===== src/rtl/bus_arbiter_rr_pkg.sv =====
// rtl/bus_arbiter_rr_pkg.sv - shared constants and helpers for the round-robin bus arbiter
// Purpose: bus-wide limits, active-low compare levels, legacy 4-master owner names
//          and the owner-index width helper used by the arbiter and its interface.
// Ports:   none (package)
package bus_arbiter_rr_pkg;

  // Upper bound on masters one arbiter instance may serve.
  localparam int BUS_ARB_MAX_MASTERS = 16;

  // Levels for active-high and active-low (req_/grnt_) signals.
  localparam logic ENABLE   = 1'b1;
  localparam logic DISABLE  = 1'b0;
  localparam logic ENABLE_  = 1'b0;
  localparam logic DISABLE_ = 1'b1;

  // Owner indices of the original fixed 4-master arbiter.
  typedef enum logic [1:0] {
    BUS_OWNER_MASTER_0 = 2'd0,
    BUS_OWNER_MASTER_1 = 2'd1,
    BUS_OWNER_MASTER_2 = 2'd2,
    BUS_OWNER_MASTER_3 = 2'd3
  } legacy_owner_e;

  // Owner index width: max(1, clog2(n)).
  function automatic int owner_width(input int n);
    return (n <= 2) ? 1 : $clog2(n);
  endfunction

endpackage


===== src/rtl/bus_arbiter_rr_if.sv =====
// rtl/bus_arbiter_rr_if.sv - request/grant bundle between bus masters and the arbiter
// Purpose: groups the per-master request/grant lines and arbiter status.
// Signals: req_      per-master request, active-low
//          grnt_     per-master grant, active-low, exactly one bit low
//          owner     current owner index
//          handoff   one-cycle pulse when the owner changed
//          quota_hit one-cycle pulse when that change was forced by the hold quota
// Modports: master (bus masters side), slave (arbiter side)
interface bus_arbiter_rr_if #(
  parameter int NUM_MASTERS = 4,
  parameter int OWNER_W     = 2
);

  logic [NUM_MASTERS-1:0] req_;
  logic [NUM_MASTERS-1:0] grnt_;
  logic [OWNER_W-1:0]     owner;
  logic                   handoff;
  logic                   quota_hit;

  modport master (
    output req_,
    input  grnt_,
    input  owner,
    input  handoff,
    input  quota_hit
  );

  modport slave (
    input  req_,
    output grnt_,
    output owner,
    output handoff,
    output quota_hit
  );

endinterface


===== src/rtl/bus_arbiter_rr_pick.sv =====
// rtl/bus_arbiter_rr_pick.sv - combinational first-set-bit search with wraparound
// Purpose: finds the first set bit of mask at or after start, wrapping modulo NUM_MASTERS.
// Ports:   mask  in  NUM_MASTERS  candidate mask (active-high)
//          start in  OWNER_W      first index examined, must be < NUM_MASTERS
//          found out 1            some bit of mask is set
//          index out OWNER_W      winning index (equals start when nothing is found)
module bus_arbiter_rr_pick #(
  parameter int NUM_MASTERS = 4,
  parameter int OWNER_W     = 2
) (
  input  logic [NUM_MASTERS-1:0] mask,
  input  logic [OWNER_W-1:0]     start,
  output logic                   found,
  output logic [OWNER_W-1:0]     index
);

  logic [NUM_MASTERS-1:0] rot;
  int                     off;
  int                     sum;

  always_comb begin
    // Rotate so that bit 0 of rot is mask[start]; doubling the mask makes
    // the wrap exact for any NUM_MASTERS, not just powers of two.
    rot   = NUM_MASTERS'({mask, mask} >> start);
    found = 1'b0;
    off   = 0;
    // Descending scan so the lowest rotated offset is the one left standing.
    for (int i = NUM_MASTERS - 1; i >= 0; i--) begin
      if (rot[i]) begin
        found = 1'b1;
        off   = i;
      end
    end
    sum = int'(start) + off;
    if (sum >= NUM_MASTERS) begin
      sum = sum - NUM_MASTERS;
    end
    index = OWNER_W'(sum);
  end

endmodule


===== src/rtl/bus_arbiter_rr.sv =====
// rtl/bus_arbiter_rr.sv - parametrised round-robin bus arbiter with parking and hold quota
// Purpose: grants one of NUM_MASTERS masters the shared bus; priority rotates from the
//          owner, the owner parks when idle, and an optional hold quota forces a handoff.
// Ports:   clk   in  1  clock, all logic on posedge
//          reset in  1  synchronous reset, active-high
//          bus   slave  req_ in; grnt_, owner, handoff, quota_hit out (all registered
//                       or decoded from registers; no combinational req_->grnt_ path)
module bus_arbiter_rr
  import bus_arbiter_rr_pkg::*;
#(
  parameter int NUM_MASTERS = 4,
  parameter int OWNER_W     = owner_width(NUM_MASTERS),
  parameter int MAX_HOLD    = 0,
  parameter int HOLD_W      = 8
) (
  input logic            clk,
  input logic            reset,
  bus_arbiter_rr_if.slave bus
);

  logic [NUM_MASTERS-1:0] active;
  logic [NUM_MASTERS-1:0] owner_onehot;
  logic [NUM_MASTERS-1:0] pick_mask;
  logic [NUM_MASTERS-1:0] grnt_d;
  logic [OWNER_W-1:0]     owner_q;
  logic [OWNER_W-1:0]     owner_sel;
  logic [OWNER_W-1:0]     start_idx;
  logic [OWNER_W-1:0]     pick_idx;
  logic [OWNER_W-1:0]     next_owner;
  logic [HOLD_W-1:0]      hold_cnt;
  logic                   pick_found;
  logic                   owner_active;
  logic                   competing;
  logic                   force_hand;
  logic                   handoff_q;
  logic                   quota_hit_q;

  always_comb begin
    active = ~bus.req_;
    // An out-of-range owner (only possible for non power-of-two counts) is treated as 0.
    owner_sel    = (int'(owner_q) < NUM_MASTERS) ? owner_q : '0;
    owner_onehot = NUM_MASTERS'(1) << owner_sel;
    owner_active = (active[owner_sel] == ENABLE);
    competing    = |(active & ~owner_onehot);
    force_hand   = (MAX_HOLD > 0) && owner_active && competing &&
                   (hold_cnt == HOLD_W'(MAX_HOLD - 1));
    // A forced handoff must skip the still-requesting owner.
    pick_mask    = force_hand ? (active & ~owner_onehot) : active;
    start_idx    = (int'(owner_sel) == NUM_MASTERS - 1) ? '0 : owner_sel + OWNER_W'(1);
  end

  bus_arbiter_rr_pick #(
    .NUM_MASTERS (NUM_MASTERS),
    .OWNER_W     (OWNER_W)
  ) u_pick (
    .mask  (pick_mask),
    .start (start_idx),
    .found (pick_found),
    .index (pick_idx)
  );

  always_comb begin
    if (owner_active && !force_hand) begin
      next_owner = owner_sel;
    end else if (pick_found) begin
      next_owner = pick_idx;
    end else begin
      next_owner = owner_sel;  // nobody requesting: park
    end
  end

  always_ff @(posedge clk) begin
    if (reset) begin
      owner_q     <= '0;
      hold_cnt    <= '0;
      handoff_q   <= 1'b0;
      quota_hit_q <= 1'b0;
    end else begin
      owner_q     <= next_owner;
      handoff_q   <= (next_owner != owner_q);
      quota_hit_q <= force_hand;
      if (next_owner != owner_q || !(owner_active && competing) || MAX_HOLD == 0) begin
        hold_cnt <= '0;
      end else if (hold_cnt != HOLD_W'(MAX_HOLD)) begin
        hold_cnt <= hold_cnt + HOLD_W'(1);
      end
    end
  end

  // Grant is a pure decode of the owner register.
  always_comb begin
    grnt_d            = {NUM_MASTERS{DISABLE_}};
    grnt_d[owner_sel] = ENABLE_;
  end

  assign bus.grnt_     = grnt_d;
  assign bus.owner     = owner_q;
  assign bus.handoff   = handoff_q;
  assign bus.quota_hit = quota_hit_q;

endmodule


===== src/flat_wrapper.sv =====
// flat-port wrapper written by rule: the top's interface ports become plain ports
module bus_arbiter_rr_flat import bus_arbiter_rr_pkg::*;
#(
  parameter int NUM_MASTERS = 4,
  parameter int OWNER_W     = owner_width(NUM_MASTERS),
  parameter int MAX_HOLD    = 0,
  parameter int HOLD_W      = 8
)
  (clk, reset, bus_req_, bus_grnt_, bus_owner, bus_handoff, bus_quota_hit);
  bus_arbiter_rr_if #(.NUM_MASTERS(NUM_MASTERS), .OWNER_W(OWNER_W)) bus_i ();
  input logic clk;
  input logic reset;
  input wire logic [$bits(bus_i.req_)-1:0] bus_req_;
  output wire logic [$bits(bus_i.grnt_)-1:0] bus_grnt_;
  output wire logic [$bits(bus_i.owner)-1:0] bus_owner;
  output wire logic [$bits(bus_i.handoff)-1:0] bus_handoff;
  output wire logic [$bits(bus_i.quota_hit)-1:0] bus_quota_hit;
  assign bus_i.req_ = bus_req_;
  assign bus_grnt_ = bus_i.grnt_;
  assign bus_owner = bus_i.owner;
  assign bus_handoff = bus_i.handoff;
  assign bus_quota_hit = bus_i.quota_hit;
  bus_arbiter_rr #(.NUM_MASTERS(NUM_MASTERS), .OWNER_W(OWNER_W), .MAX_HOLD(MAX_HOLD), .HOLD_W(HOLD_W)) u_core (.clk(clk), .reset(reset), .bus(bus_i));
endmodule

===== config.mk =====
export PLATFORM = sky130hd
export DESIGN_NAME = bus_arbiter_rr_flat
export DESIGN_NICKNAME = d
export VERILOG_FILES = /design/src/rtl/bus_arbiter_rr_pkg.sv /design/src/rtl/bus_arbiter_rr_if.sv /design/src/rtl/bus_arbiter_rr_pick.sv /design/src/rtl/bus_arbiter_rr.sv /design/src/flat_wrapper.sv
export SDC_FILE = /design/constraint.sdc
export NUM_CORES = 1
export LEC_CHECK = 0
export ABC_AREA = 1
export CAP_MARGIN = 40
export CELL_PAD_IN_SITES_DETAIL_PLACEMENT = 1
export CELL_PAD_IN_SITES_GLOBAL_PLACEMENT = 1
export CORE_ASPECT_RATIO = 0.75
export CORE_MARGIN = 1
export CORE_UTILIZATION = 29
export DETAILED_ROUTE_END_ITERATION = 10
export PLACE_DENSITY_LB_ADDON = 0.1
export SLEW_MARGIN = 20
export SYNTH_ARGS = -nofsm -noshare
export SYNTH_HDL_FRONTEND = slang
export SYNTH_SLANG_ARGS = --single-unit

===== constraint.sdc =====
create_clock -name clk -period 2.7 [get_ports clk]
set_input_delay 0.27 -clock clk [delete_from_list [all_inputs] [get_ports clk]]
set_output_delay 0.27 -clock clk [all_outputs]
set_load 0.005 [all_outputs]

==> flow_summary.ini <==
[outcome]
run_status = finished, final reports clean

[logic_synthesis]
synth-xor-area-share_pct = 1.39
synth_top_family_by_area = simple AND/OR/NAND/NOR gates
synthSimpleGateAreaFrac_pct = 58.2
ys_seq_elements = 3
syn-num-nets = 105
synth_mux_area_share_pct = 0
synthTopCellsByArea = nand2_1 14%, ha_1 9.9%, dfxtp_1 9.5%
ys_seq_area_share_pct = 9.50
synth_compound_area_share_pct = 6.53
ys.flop_type = dfxtp_1
synthArstFlopShare_pct = 0
avgSynthCellArea_sq_um = 6.72
netlist_area_sq_um = 632
yosysUniqueCellTypes = 25
synth-edff-count = 0
yosys.area.top_type_share_pct = 13.7
yosysTopAreaCell = nand2_1
synthAdderAreaFrac_pct = 9.90
yosysWarnings = 0
synthCells = 94

[clock_network]
cts_tree = done
hold_buffers = 0
clk_latency_ns = 0.24
cts_max_level = 1
path_clk_slew_ns = 0.04
cts_buffers = 3
clk_path_buf_depth = 2
clkSinkCount = 3
clock-root-buffer = clkbuf_4
post_cts_buffers = 0

[layout]
drive_gt1_share_pct = 29.5
syn_to_final_growth_pct = 30.1
antenna_cells = 0
mostFrequentLayoutCells = 23 x nand2_1, 14 x inv_1, 12 x clkdlybuf4s50_1
fin_area_sq_um = 822
seqCellArea_sq_um = 62.6
n_fill_cell = 271
fin_nets = 124
multiInputGateArea_sq_um = 487
final_common_cell = nand2_1

[global_route]
grt_usage_pct = 15.8
grt_pass1_vias = 617
grt_start_max_net_pins = 9
grt.overflow.total = 0
grt_pass1_wl_um = 2840
antenna_found_initial = 0

[sta]
fmax_mhz = 418
min_period_over_period_pct = 88.6
rsz0062_at_grt = no
fin_crit_ns = 2.39
clock_skew_ns = 0.00369
finalHoldViolCount = 0
finalMaxSlewViolations = 0
finalSetupViolCount = 0
holdWs_ns = 0.630
tns_ns = 0

[route]
drc = 0
drt_wl_total_um = 1720
via_count = 646
via_per_inst = 4.75
wl_per_cell_um = 12.7
dr.first_iter.drc_count = 7
ant_nets = 0
drtPass1Iterations = 4

[setup_path]
critPathMaxFanout = 7
required_ns = 2.83
start_kind = flip-flop
crit_arrival_ns = 2.52
endpoint_kind = flip-flop
timing.setup.critical_path_class = flip-flop to flip-flop
rrSetupSlack_ns = 0.31

[floorplan]
ioPinCount = 14
die_x_um = 55.9
rows = 14
chipHeight_um = 42.4
core_sq_um = 2030
die-area_sq_um = 2370
start_util_pct = 31.1

[job]
cap_violations = 0

[power_and_ir_drop]
p_leak_uw = 0.000410
vdd_ir_drop_max_uv = 530
p_comb_share_pct = 84.7
clock_power_share_pct = 7.5
netSwitchingPower_uw = 601
internal_power_uw = 493
power_density_nw_per_um2 = 1330
switching_share_pct = 55.0
p_seq_share_pct = 7.9

[place]
place.gp.congestion = 0.778
placed_cell_area_sq_um = 791
hpwl_um = 1440
io_buffers = 12

[min_path]
hold_path.class = flip-flop to flip-flop
area by class of cell:
type / count / area share [%]
Sequential cell: 3 / 7.61
Tap cell: 24 / 3.65
Clock buffer: 4 / 3.20
Inverter: 17 / 8.07
Timing Repair Buffer: 16 / 18.3
Multi-Input combinational cell: 72 / 59.2
path summary, 6_finish.rpt:
kind,startpoint,end,depth (start not counted)
setup / recovery,u_core.bus.owner[1],u_core.bus.handoff,16
hold / removal,u_core.bus.owner[1],u_core.bus.handoff,4
setup reg to reg,u_core.bus.owner[1],u_core.bus.handoff,16
hold reg to reg,u_core.bus.owner[1],u_core.bus.handoff,4
kinds of logic (layout without fill, tap and decap cells):
logic type / Yosys count / count (layout)
AOI/OAI and AO/OA: 6 / 6
xor gates and xnor gates: 1 / 1
adders and majority gates: 5 / 5
buffers and inverters: 19 / 37
DFF: 3 / 3
other: 1 / 1
and+or+nand+nor: 59 / 59
power groups by stage:
stage / combinational (uW) / sequential, uW / clock (uW)
2_1_floorplan: 683 / 85.6 / 0
3_3_place_gp: 891 / 84.8 / 0
3_5_place_dp: 920 / 84.7 / 0
4_1_cts: 927 / 83.7 / 85.0
5_1_grt: 1030 / 88.8 / 92.7
6_report: 926 / 86.1 / 81.7
through the flow:
stage                     utilization, %  setup slack, ns  power, uW  cells
after floorplan                        -            0.297        769     94
after global placement              38.9            0.337        976    132
after detailed placement            38.9            0.230       1000    132
after CTS                           40.2            0.211       1100    136
after global routing                40.5           0.0678       1210    136
final                               40.5            0.306       1090    136
critical path: stages, from the launching register on:
cell and delay (ns):
dfxtp_2 0.38, inv_1 0.08, ha_1 0.31, buf_4 0.19, nand3_1 0.10, nand2_2 0.10
a21oi_1 0.16, nor2_1 0.05, ha_1 0.21, xnor2_1 0.23, inv_1 0.08, nand3_2 0.08
nand3_2 0.08, nand3_1 0.07, nand2_1 0.05, nand2_1 0.05, nand2_1 0.05
per-layer routing:
layer  track usage [%]  vias to the layer above  wire length (um)
li1                  -                      330                 -
met1              22.8                      305               924
met2              24.1                       11               760
met3              4.01                        0                38
met4              2.44                        0                 0
met5                 0                        -                 0
registers in the layout, summed over array words and instances, names as in the netlist:
signal	cells
u_core.bus.handoff	1
u_core.bus.owner	2
what timing repair did:
action / 4_1_cts / 5_1_grt
endpoints found under the setup margin: 0 / 2
gates resized for setup: 0 / 4
endpoints found under the hold margin: 0 / 0
cell usage after synthesis, types with 2 or more instances:
master / count
a21oi_1: 2
dfxtp_1: 3
ha_1: 5
inv_1: 15
nand2_1: 23
nand2_2: 6
nand2_4: 2
nand3_1: 8
nand3_2: 6
nand4_1: 3
nor2_1: 6
nor2_4: 2
(Power assumes the default switching activity.)
==> patch 1: new RTL, config.mk and constraints unchanged <==
`MAX_HOLD` is set to 0 in 2 places; all go to 1.
--- a/src/rtl/bus_arbiter_rr.sv
+++ b/src/rtl/bus_arbiter_rr.sv
@@ -10,7 +10,7 @@
 #(
   parameter int NUM_MASTERS = 4,
   parameter int OWNER_W     = owner_width(NUM_MASTERS),
-  parameter int MAX_HOLD    = 0,
+  parameter int MAX_HOLD    = 1,
   parameter int HOLD_W      = 8
 ) (
   input logic            clk,
--- a/src/flat_wrapper.sv
+++ b/src/flat_wrapper.sv
@@ -3,7 +3,7 @@
 #(
   parameter int NUM_MASTERS = 4,
   parameter int OWNER_W     = owner_width(NUM_MASTERS),
-  parameter int MAX_HOLD    = 0,
+  parameter int MAX_HOLD    = 1,
   parameter int HOLD_W      = 8
 )
   (clk, reset, bus_req_, bus_grnt_, bus_owner, bus_handoff, bus_quota_hit);
Formal check against the unedited RTL: not equivalent (Yosys sat finds a counterexample within 4 cycles, from zero or initial values and one cycle with reset high).
==> patch 1 against the original RTL <==
The run now ends with negative setup slack left. Sequential share of layout area grew 5.9 points. Setup slack worse by 0.38 ns. Sequential cell count is 9 higher. Area after synthesis increased by 58%. Power rose by 130%. Wire length is 120% higher. Design area increased by 120%. First-iteration DRC count rose to 8.4 times the old value.
==> patch 1: results <==
{
  "grt_pass1_vias": 1253,
  "grt_use_met3_pct": 3.85,
  "synth-seq-area-share_pct": 24.0,
  "status": "complete, but fails checks",
  "grtUsageMet1_pct": 25.3,
  "viasPerCell": 4.76,
  "gp_congestion": 0.842,
  "reg2reg_from": "u_core.hold_cnt[0]",
  "gr-usage-met2_pct": 37.2,
  "path_max_fanout": 8,
  "reg2regPathDepth": 23,
  "synth_cell_types": 20,
  "io_buffers": 13,
  "largest_reg_flops": 8,
  "finalSetupViolCount": 8,
  "synthTopCellsByArea": "dfxtp_1 24%, nand2_1 17%, inv_1 11%",
  "setup_slack_ns": -0.0755,
  "crit_path_top_delay_cell": "dfxtp_1",
  "skew_ns": 0.00173,
  "grt_pass1_wl_mm": 5.75,
  "cts_root_buffer": "clkbuf_8",
  "cpPeakStageDelay_ns": 0.33,
  "synth_cells": 167,
  "synthTopCellsByCount": "46 x nand2_1, 29 x inv_1, 28 x nor2_1",
  "dpl_worst_slack_ns": -0.280,
  "dr.first_iter.drc_count": 59,
  "grt_usage_pct": 20.1,
  "synth_nets": 181,
  "top_layer_used": "met4",
  "critPathLaunchType": "flip-flop",
  "crit_end": "u_core.hold_cnt[1]",
  "wl_met1_mm": 1.79,
  "wire_per_inst_um": 14.5,
  "fillers": 418,
  "ir_drop_uv": 534,
  "arrival_ns": 2.90,
  "leakage_nw": 0.892,
  "finalSetupTns_ns": -0.503,
  "violations": "negative setup slack"
}
==> patch 1: layout make-up <==
class / count / area share (%)
repair buffers: 56 / 26.1
clock buffers: 4 / 3.00
flip-flops and latches: 12 / 13.5
multi-input cells: 124 / 48.3
inverters: 30 / 6.42
well taps: 40 / 2.73
==> patch 1: through the flow <==
stage | cell area [µm²] | util, %
final | 1830 | 55.7
after global routing | 1830 | 55.7
after CTS | 1660 | 50.5
after detailed placement | 1380 | 42.1
after global placement | 1380 | 42.1
after floorplan | 1000 | -
==> patch 1: cells by family after synthesis <==
group / share of synthesized area [%]
xor gates and xnor gates: 5.26
AOI/OAI and AO/OA: 3.50
adders and majority gates: 10.0
buffers and inverters: 12.6
and+or+nand+nor: 44.6
DFF: 24.0
==> patch 1: where the power goes <==
group | switching [mW] | internal (mW)
registers | 0.0267 | 0.218
clock network | 0.0672 | 0.129
logic | 1.09 | 0.967
==> patch 1: repair_timing <==
item / CTS / global route
pin swaps: 19 / 25
buffers inserted: 12 / 2
resized for setup: 39 / 41
setup endpoints to repair: 10 / 11
==> patch 1: worst min path at each step <==
stage	start	endpoint	depth (start not counted)	slack, ns
after floorplan	reset	u_core.bus.handoff	1	0.34
after global placement	u_core.hold_cnt[7]	u_core.hold_cnt[7]	2	0.55
after detailed placement	u_core.hold_cnt[7]	u_core.hold_cnt[7]	2	0.56
after CTS	u_core.hold_cnt[7]	u_core.hold_cnt[7]	2	0.57
after global routing	u_core.hold_cnt[7]	u_core.hold_cnt[7]	2	0.57
final	u_core.hold_cnt[7]	u_core.hold_cnt[7]	2	0.54
==> patch 2: new RTL, config.mk and constraints unchanged <==
Without the edit above. Reset style: asynchronous (`reset`), changed in one clocked block. Comments in the files are not updated.
--- a/src/rtl/bus_arbiter_rr.sv
+++ b/src/rtl/bus_arbiter_rr.sv
@@ -69,7 +69,7 @@
     end
   end
 
-  always_ff @(posedge clk) begin
+  always_ff @(posedge clk or posedge reset) begin
     if (reset) begin
       owner_q     <= '0;
       hold_cnt    <= '0;
Function: differs if reset is asserted again (counterexample within 4 cycles, from zero or initial values and one cycle with reset high); with reset held inactive, the same outputs for 10 cycles.
==> patch 2 against the original RTL <==
Die area down 17%. Design area down 13%. Setup slack better by 0.027 ns. Global-route usage up 1.6 points. Critical path type unchanged. Area after synthesis down 18%. Largest cell class unchanged. First-iteration DRC count down 29%. Core utilization up 4.8 points. Wire length down 22%. Sequential cell count unchanged.
Power is left out: the tool's default activity adds up to more than one toggle a clock period on the data nets, which glitch-free logic cannot reach.
==> patch 2: results <==
{
  "synth_nets": 95,
  "cts_root_buffer": "clkbuf_4",
  "status": "completed",
  "synth_cell_types": 20,
  "synthTopCellsByCount": "28 x nand2_1, 15 x inv_1, 6 x nand2_2",
  "dp_cells": 119,
  "synthTopCellsByArea": "nand2_1 20%, dfrtp_1 14%, ha_1 12%",
  "skew_ns": 0.000956,
  "drive_gt1_share_pct": 23.5,
  "gp_congestion": 0.752,
  "grt_pass1_vias": 532,
  "fillers": 216,
  "dr.first_iter.drc_count": 5,
  "arrival_ns": 2.49,
  "grt_usage_pct": 17.4,
  "grt_pass1_wl_mm": 2.41,
  "synthArstFlopShare_pct": 100,
  "postRouteWirelength_mm": 1.35,
  "hpwl_mm": 1.15,
  "synth-seq-area-share_pct": 14.5,
  "synth_flop_cell": "dfrtp_1",
  "drt_first_pass_iters": 4,
  "place_area_um2": 679,
  "hp-class": "in -> async",
  "viasPerCell": 4.36
}
patch 2: changes by cell type after synthesis, moves of 3 or more:
cell,delta
dfrtp_1,+3
nand4_1,-3
dfxtp_1,-3
nor2_1,-3
nand3_1,-3
nand2_1,+5
patch 2: per-layer routing:
metal	routed length (µm)	part of all wire, %	global-route usage [%]	vias to the layer above
li1	-	-	-	288
met1	723	54	24.9	235
met2	564	42	25.7	13
met3	60	4.5	5.88	0
met4	0	0	2.08	0
met5	0	0	0	-
patch 2: path summary, 6_finish.rpt:
kind / start / to / slack (ns) / cells after the start
setup / recovery: u_core.bus.owner[1] / u_core.bus.handoff / 0.33 / 16
hold / removal: reset / u_core.bus.owner[1] / 0.20 / 2
setup reg to reg: u_core.bus.owner[1] / u_core.bus.handoff / 0.33 / 16
hold reg to reg: u_core.bus.owner[1] / u_core.bus.handoff / 0.59 / 2
max in group asynchronous: reset / u_core.bus.owner[0] / 2.36 / 2
min in group clk: u_core.bus.owner[1] / u_core.bus.handoff / 0.59 / 2
patch 2: worst max-delay path, stage by stage, from the launching register on:
cell and delay, ns:
dfrtp_1 0.44, inv_1 0.10, ha_2 0.42, inv_1 0.12
nand3_2 0.11, nand2_4 0.06, a31oi_1 0.13, nor2_1 0.06
ha_1 0.18, xor2_1 0.17, inv_1 0.06, nand2_1 0.06
nand2_1 0.05, nand2_1 0.07, nand2_2 0.06, nand3_1 0.09
nand3_2 0.07
patch 2: kinds of logic (layout without fill, tap and decap cells):
group / count (synthesis) / count (layout) / share of synthesized area, %
AND/OR/NAND/NOR: 50 / 50 / 50.0
buffers and inverters: 18 / 36 / 13.8
flip-flops: 3 / 3 / 14.5
other: 1 / 1 / 0.724
XOR/XNOR: 1 / 1 / 1.69
AO/OA/AOI/OAI: 6 / 6 / 7.25
adder cells (fa/ha/maj): 5 / 5 / 12.1
patch 2: stage by stage:
stage / worst slack (ns) / hold slack [ns]
after global routing: 0.00619 / 0.202
after floorplan: 0.400 / 0.0236
after CTS: 0.219 / 0.203
after global placement: 0.293 / 0.451
after detailed placement: 0.235 / 0.459
final: 0.334 / 0.201
patch 2: layout make-up:
cell class / instances / area, µm² / share of cell area, %
multi-input combinational: 63 / 379 / 53.2
timing repair buffer: 15 / 143 / 20.0
sequential: 3 / 75.1 / 10.5
inverter: 17 / 63.8 / 8.95
clock buffer: 4 / 26.3 / 3.68
tap: 21 / 26.3 / 3.68
